--- config.mk ---
export PLATFORM = sky130hd
export DESIGN_NAME = des_key_schedule_flat
export DESIGN_NICKNAME = d
export VERILOG_FILES = /design/src/rtl/des_key_schedule_if.sv /design/src/rtl/des_key_schedule.sv /design/src/flat_wrapper.sv
export SDC_FILE = /design/constraint.sdc
export NUM_CORES = 1
export LEC_CHECK = 0
export BUFFER_PORTS_ARGS = -buffer_cell sky130_fd_sc_hd__buf_2
export CAP_MARGIN = 20
export CORE_MARGIN = 5
export CORE_UTILIZATION = 63
export CTS_BUF_LIST = sky130_fd_sc_hd__clkbuf_8
export CTS_CLUSTER_DIAMETER = 80
export DETAILED_ROUTE_END_ITERATION = 8
export PLACE_DENSITY = 0.89
export RECOVER_POWER = 50
export SLEW_MARGIN = 20
export SYNTH_ARGS = -nofsm -noshare
export SYNTH_HDL_FRONTEND = slang
export SYNTH_SLANG_ARGS = --single-unit
export TNS_END_PERCENT = 5
--- constraint.sdc ---
create_clock -name clk -period 3.6 [get_ports clk]
set_input_delay 0.18 -clock clk [delete_from_list [all_inputs] [get_ports clk]]
set_output_delay 0.18 -clock clk [all_outputs]
set_load 0.05 [all_outputs]
--- src/rtl/des_key_schedule_if.sv ---
// Key-in / subkey-out stream bundle for the DES key schedule.
interface des_key_schedule_if #(
  parameter int KEY_W = 64,
  parameter int SK_W  = 48
);
  logic             key_valid;
  logic             key_ready;
  logic [KEY_W-1:0] key_in;
  logic             decrypt;
  logic             subkey_valid;
  logic             subkey_ready;
  logic [SK_W-1:0]  subkey;
  logic [3:0]       round_idx;
  logic             done;

  // block side
  modport slave (
    input  key_valid, key_in, decrypt, subkey_ready,
    output key_ready, subkey_valid, subkey, round_idx, done
  );

  // driver / consumer side
  modport master (
    output key_valid, key_in, decrypt, subkey_ready,
    input  key_ready, subkey_valid, subkey, round_idx, done
  );
endinterface

--- src/rtl/des_key_schedule.sv ---
// Sequential DES key schedule: PC-1 on key accept, one C/D rotation per
// accepted subkey, PC-2 into a registered subkey stream (enc K1..K16, dec K16..K1).
module des_key_schedule #(
  parameter int KEY_W  = 64,
  parameter int SK_W   = 48,
  parameter int ROUNDS = 16
) (
  input  logic              clk,
  input  logic              rst_n,
  des_key_schedule_if.slave kb
);

  // Table entries are 1-based, MSB-first DES bit numbers.
  localparam int PC1 [56] = '{
    57, 49, 41, 33, 25, 17,  9,  1, 58, 50, 42, 34, 26, 18,
    10,  2, 59, 51, 43, 35, 27, 19, 11,  3, 60, 52, 44, 36,
    63, 55, 47, 39, 31, 23, 15,  7, 62, 54, 46, 38, 30, 22,
    14,  6, 61, 53, 45, 37, 29, 21, 13,  5, 28, 20, 12,  4};

  localparam int PC2 [48] = '{
    14, 17, 11, 24,  1,  5,  3, 28, 15,  6, 21, 10,
    23, 19, 12,  4, 26,  8, 16,  7, 27, 20, 13,  2,
    41, 52, 31, 37, 47, 55, 30, 40, 51, 45, 33, 48,
    44, 49, 39, 56, 34, 53, 46, 42, 50, 36, 29, 32};

  typedef enum logic {IDLE, RUN} state_t;

  state_t      state, state_nxt;
  logic [27:0] c_q, d_q, c_n, d_n;
  logic [55:0] cd0;
  logic        dec_q;
  logic [3:0]  cnt_q;
  logic        hs, last_hs;

  function automatic logic [55:0] pc1(input logic [63:0] k);
    logic [55:0] r;
    r = '0;
    for (int n = 0; n < 56; n++) r[55-n] = k[64-PC1[n]];
    return r;
  endfunction

  function automatic logic [47:0] pc2(input logic [27:0] c, input logic [27:0] d);
    logic [55:0] cd;
    logic [47:0] r;
    cd = {c, d};
    r  = '0;
    for (int n = 0; n < 48; n++) r[47-n] = cd[56-PC2[n]];
    return r;
  endfunction

  // Rounds 1, 2, 9, 16 (0-based 0, 1, 8, 15) shift by one, the rest by two.
  function automatic logic single_step(input logic [3:0] i);
    return (i == 4'd0) || (i == 4'd1) || (i == 4'd8) || (i == 4'd15);
  endfunction

  function automatic logic [27:0] rotl(input logic [27:0] x, input logic one);
    return one ? {x[26:0], x[27]} : {x[25:0], x[27:26]};
  endfunction

  function automatic logic [27:0] rotr(input logic [27:0] x, input logic one);
    return one ? {x[0], x[27:1]} : {x[1:0], x[27:2]};
  endfunction

  assign kb.key_ready = (state == IDLE);
  assign hs           = kb.subkey_valid && kb.subkey_ready;
  assign last_hs      = hs && (cnt_q == 4'(ROUNDS - 1));

  // state register
  always_ff @(posedge clk or negedge rst_n) begin
    if (!rst_n) state <= IDLE;
    else        state <= state_nxt;
  end

  // next state
  always_comb begin
    state_nxt = state;
    case (state)
      IDLE: if (kb.key_valid) state_nxt = RUN;
      RUN:  if (last_hs)      state_nxt = IDLE;
      default: state_nxt = IDLE;
    endcase
  end

  // next C/D: first half-pair from PC-1 on accept, otherwise one rotation step.
  // Decrypt starts at C16 = C0 and walks back with right rotations.
  always_comb begin
    cd0 = pc1(kb.key_in);
    c_n = c_q;
    d_n = d_q;
    if (state == IDLE) begin
      if (kb.decrypt) begin
        c_n = cd0[55:28];
        d_n = cd0[27:0];
      end else begin
        c_n = rotl(cd0[55:28], 1'b1);
        d_n = rotl(cd0[27:0], 1'b1);
      end
    end else if (dec_q) begin
      c_n = rotr(c_q, single_step(kb.round_idx));
      d_n = rotr(d_q, single_step(kb.round_idx));
    end else begin
      c_n = rotl(c_q, single_step(kb.round_idx + 4'd1));
      d_n = rotl(d_q, single_step(kb.round_idx + 4'd1));
    end
  end

  // datapath and stream outputs
  always_ff @(posedge clk or negedge rst_n) begin
    if (!rst_n) begin
      c_q             <= '0;
      d_q             <= '0;
      dec_q           <= 1'b0;
      cnt_q           <= '0;
      kb.subkey_valid <= 1'b0;
      kb.subkey       <= '0;
      kb.round_idx    <= '0;
      kb.done         <= 1'b0;
    end else begin
      kb.done <= 1'b0;
      case (state)
        IDLE: if (kb.key_valid) begin
          c_q             <= c_n;
          d_q             <= d_n;
          dec_q           <= kb.decrypt;
          cnt_q           <= '0;
          kb.subkey       <= pc2(c_n, d_n);
          kb.round_idx    <= kb.decrypt ? 4'(ROUNDS - 1) : 4'd0;
          kb.subkey_valid <= 1'b1;
        end
        RUN: if (hs) begin
          if (last_hs) begin
            kb.subkey_valid <= 1'b0;
            kb.done         <= 1'b1;
          end else begin
            cnt_q        <= cnt_q + 4'd1;
            c_q          <= c_n;
            d_q          <= d_n;
            kb.subkey    <= pc2(c_n, d_n);
            kb.round_idx <= dec_q ? kb.round_idx - 4'd1 : kb.round_idx + 4'd1;
          end
        end
        default: ;
      endcase
    end
  end

endmodule

--- src/flat_wrapper.sv ---
// flat-port wrapper written by rule: the top's interface ports become plain ports
module des_key_schedule_flat 
#(
  parameter int KEY_W  = 64,
  parameter int SK_W   = 48,
  parameter int ROUNDS = 16
)
  (clk, rst_n, kb_key_valid, kb_key_in, kb_decrypt, kb_subkey_ready, kb_key_ready, kb_subkey_valid, kb_subkey, kb_round_idx, kb_done);
  des_key_schedule_if #(.KEY_W(KEY_W), .SK_W(SK_W)) kb_i ();
  input  logic clk;
  input  logic rst_n;
  input wire logic [$bits(kb_i.key_valid)-1:0] kb_key_valid;
  input wire logic [$bits(kb_i.key_in)-1:0] kb_key_in;
  input wire logic [$bits(kb_i.decrypt)-1:0] kb_decrypt;
  input wire logic [$bits(kb_i.subkey_ready)-1:0] kb_subkey_ready;
  output wire logic [$bits(kb_i.key_ready)-1:0] kb_key_ready;
  output wire logic [$bits(kb_i.subkey_valid)-1:0] kb_subkey_valid;
  output wire logic [$bits(kb_i.subkey)-1:0] kb_subkey;
  output wire logic [$bits(kb_i.round_idx)-1:0] kb_round_idx;
  output wire logic [$bits(kb_i.done)-1:0] kb_done;
  assign kb_i.key_valid = kb_key_valid;
  assign kb_i.key_in = kb_key_in;
  assign kb_i.decrypt = kb_decrypt;
  assign kb_i.subkey_ready = kb_subkey_ready;
  assign kb_key_ready = kb_i.key_ready;
  assign kb_subkey_valid = kb_i.subkey_valid;
  assign kb_subkey = kb_i.subkey;
  assign kb_round_idx = kb_i.round_idx;
  assign kb_done = kb_i.done;
  des_key_schedule #(.KEY_W(KEY_W), .SK_W(SK_W), .ROUNDS(ROUNDS)) u_core (.clk(clk), .rst_n(rst_n), .kb(kb_i));
endmodule
==> flow_summary.toml <==
[floorplan]
start_util = 0.648
die_area_mm2 = 0.0128
rows = 37
dieWidth_um = 113
die_y_um = 113
io_pins = 124
fp.coreArea_mm2 = 0.0104

[place]
post-place-ws_ns = 1.13
gp_congestion = 0.868
dpl.hpwl_um = 11000
portBuffers = 115

[worst_setup_path]
worstPathRequired_ns = 3.34
cpPeakStageDelay_ns = 1.55
crit_cells = 2
reg2reg_slack_ns = 1.24
reg2reg_depth = 6
cp.arrival_ns = 2.26
timing.rr.start = "u_core.kb.round_idx[0]$_DFFE_PN0P_"
rr_endpoint = "u_core.c_q[0]$_DFFE_PN0P_"
startpoint_type = "input port"
cp_max_fo = 37
cp-end-kind = "asynchronous set/reset pin"
cp_num_buf_inv = 2
crit_path_top_delay_cell = "clkbuf_1"
cp_top_family = "buffers and inverters"
path_cells = "dlygate4sd3_1, clkbuf_1"
worst-setup-path-type = "input port to asynchronous set/reset pin"

[grt]
grt_pass1_wl_um = 31000
grt_usage = 0.283
antenna_found_initial = 0
grt_max_degree = 117
grt_pass1_vias = 6238
overflow = 0

[worst_hold_path]
hold_depth = 3
hold_path_end = "u_core.state$_DFF_PN0_"
hp-start = "kb_key_valid"
min_path_type = "input port to flip-flop"

[cts]
postCtsSetupBuffers = 0
clock-sinks = 68
cts_buffers = 9
ctsHoldBuffers = 1
clk_pin_slew_ns = 0.08
ctsResizeCount = 0
clockBufferDepth = 2
cts_max_level = 3
clk_latency_ns = 0.36
cts_tree = "done"
root_buffer = "clkbuf_8"

[yosys]
netlist_area_mm2 = 0.00672
postSynthCellCount = 856
synth_top_family_by_area = "compound AO/OA/AOI/OAI gates"
muxShareOfSynthArea = 0.0849
yosysWarnings = 0
synth-simple-area-share = 0.187
synthesis.nets = 931
synth_flop_cell = "dfrtp_1"
ys_types = 43
syn-mean-instance-area_um2 = 7.85
seq_area_frac_synth = 0.253
async_reset_ff_frac = 1.00
synth-compound-area-share = 0.321
synthXorXnorAreaFrac = 0.00391
synth_edf_count = 0
ys_seq_elements = 68
synth_fa_ha_area_frac = 0.0112

[status]
status = "finished, violations left"
violations = "max-capacitance violations, max-slew violations"

[power_and_ir_drop]
powerDensity_mw_per_mm2 = 1000
power_leakage_nw = 2.59
internal_power_mw = 2.80
max-vdd-ir-drop_uv = 672
swShare = 0.595
clock_power_share = 0.106
seq_power_share = 0.248
p_sw_mw = 4.12
power_frac_comb = 0.646

[drt]
drc = 0
routed-via-count = 6942
drt_iter0_markers = 784
wl_per_cell_um = 19.1
dr.pass1.iters = 6
wirelength_um = 18700
ant_nets = 0
routed_via_density = 7.09

[finish]
diodes = 0
finalNetCount = 913
drive_above_1_share = 0.126
syn_to_final_growth_pct = 2.85
fillers = 935

[timing]
hold_viol = 0
post-route-period-util = 0.700
worst-slew-pin-transition_ns = 2.18
fin_ws_ns = 1.08
max_clock_freq_mhz = 397
final.setup.tns_ns = 0
finalSetupViolations = 0
rsz0062_at_grt = "no"
drv_slew = 37
fin_crit_ns = 2.52
slew_headroom = -0.452
finClkSkew_ns = 0.0109

[flow_run]
cap_violations = 1
[layout by cell type (no fill, tap or decap), drive strengths merged, types with 6 or more instances in the layout]
| cell type | synthesis | layout |
|---|---|---|
| a311oi | 112 | 112 |
| a31oi | 56 | 56 |
| buf | 99 | 79 |
| clkbuf | 57 | 56 |
| dfrtp | 68 | 68 |
| ha | 6 | 6 |
| inv | 6 | 8 |
| mux2i | 57 | 57 |
| nand2 | 120 | 120 |
| nand3 | 62 | 62 |
| nor2 | 9 | 9 |
| nor2b | 57 | 57 |
| o21ai | 62 | 62 |
| o31ai | 56 | 56 |
[registers in the layout, summed over array words and instances, names as in the netlist]
| register | cells |
|---|---|
| u_core.cnt_q | 4 |
| u_core.d_q | 27 |
| u_core.c_q | 27 |
| u_core.kb.subkey_valid | 1 |
| u_core.kb.round_idx | 4 |
| u_core.dec_q | 1 |
| u_core.state | 1 |
| u_core.kb.done | 1 |
| u_core.kb.subkey | 2 |
[power groups by stage]
stage,clock (mW),combinational (mW),sequential [mW]
2_1_floorplan,0,4.11,1.58
3_3_place_gp,0,4.38,1.67
3_5_place_dp,0,4.46,1.68
4_1_cts,0.738,4.48,1.68
5_1_grt,0.769,4.81,1.77
6_report,0.737,4.47,1.72
[through the flow]
step | utilization | hold slack, ns | std cells | area (µm²) | power [mW]
after global placement | 0.648 | 0.351 | 962 | 6720 | 6.05
after global routing | 0.667 | 0.131 | 979 | 6910 | 7.35
after floorplan | - | -0.116 | 856 | 6720 | 5.69
final | 0.667 | 0.118 | 979 | 6910 | 6.92
after CTS | 0.671 | 0.109 | 979 | 6960 | 6.89
after detailed placement | 0.648 | 0.347 | 962 | 6720 | 6.14
[cell type report]
type                       instances  area (µm²)  area share
multi-input combinational        626        4130       0.597
sequential                        68        1710       0.247
timing repair buffer             127         662      0.0958
tap                              136         170      0.0246
clock buffer                       9         124      0.0179
clock inverter                     7        98.8      0.0143
inverter                           6        22.5     0.00326
[worst max-delay path by stage]
stage                                  startpoint                    endpoint  slack, ns
3_3_place_gp               u_core.state$_DFF_PN0_  u_core.d_q[19]$_DFFE_PN0P_       1.19
4_1_cts                    u_core.state$_DFF_PN0_  u_core.d_q[19]$_DFFE_PN0P_       1.09
2_1_floorplan  u_core.kb.round_idx[0]$_DFFE_PN0P_  u_core.c_q[15]$_DFFE_PN0P_       1.23
3_5_place_dp               u_core.state$_DFF_PN0_  u_core.d_q[19]$_DFFE_PN0P_       1.13
5_1_grt                                     rst_n    u_core.dec_q$_DFFE_PN0P_       0.56
6_report                                    rst_n    u_core.dec_q$_DFFE_PN0P_       1.08
[Yosys cell counts (4+ instances only)]
master,number,share of area
o31ai_1,56,0.063
clkbuf_2,4,0.0030
nor2b_1,57,0.053
ha_1,6,0.011
buf_4,48,0.054
dfrtp_1,68,0.25
a21oi_1,5,0.0037
nand3_1,61,0.045
nand2_1,120,0.067
a311oi_1,112,0.15
mux2i_1,57,0.085
o21ai_0,37,0.028
buf_6,8,0.013
o21ai_1,25,0.019
a31oi_1,56,0.052
clkbuf_1,53,0.030
buf_2,34,0.025
buf_1,6,0.0034
nor2_1,9,0.0050
inv_1,6,0.0034
[routing by layer]
metal / global-route usage / wire length (µm) / vias up
li1: - / - / 3194
met1: 0.400 / 7790 / 3242
met2: 0.439 / 8470 / 459
met3: 0.0567 / 2010 / 47
met4: 0.0817 / 414 / 0
met5: 0 / 0 / -
[cells by family (layout without fill, tap and decap cells)]
| family | after synthesis | in the layout |
|---|---|---|
| AOI/OAI and AO/OA | 300 | 300 |
| xor gates and xnor gates | 3 | 3 |
| adders and majority gates | 6 | 6 |
| buffers and inverters | 162 | 149 |
| DFF | 68 | 68 |
| muxes | 57 | 57 |
| and+or+nand+nor | 260 | 260 |
Note: power is estimated with default switching activity, not from simulation.
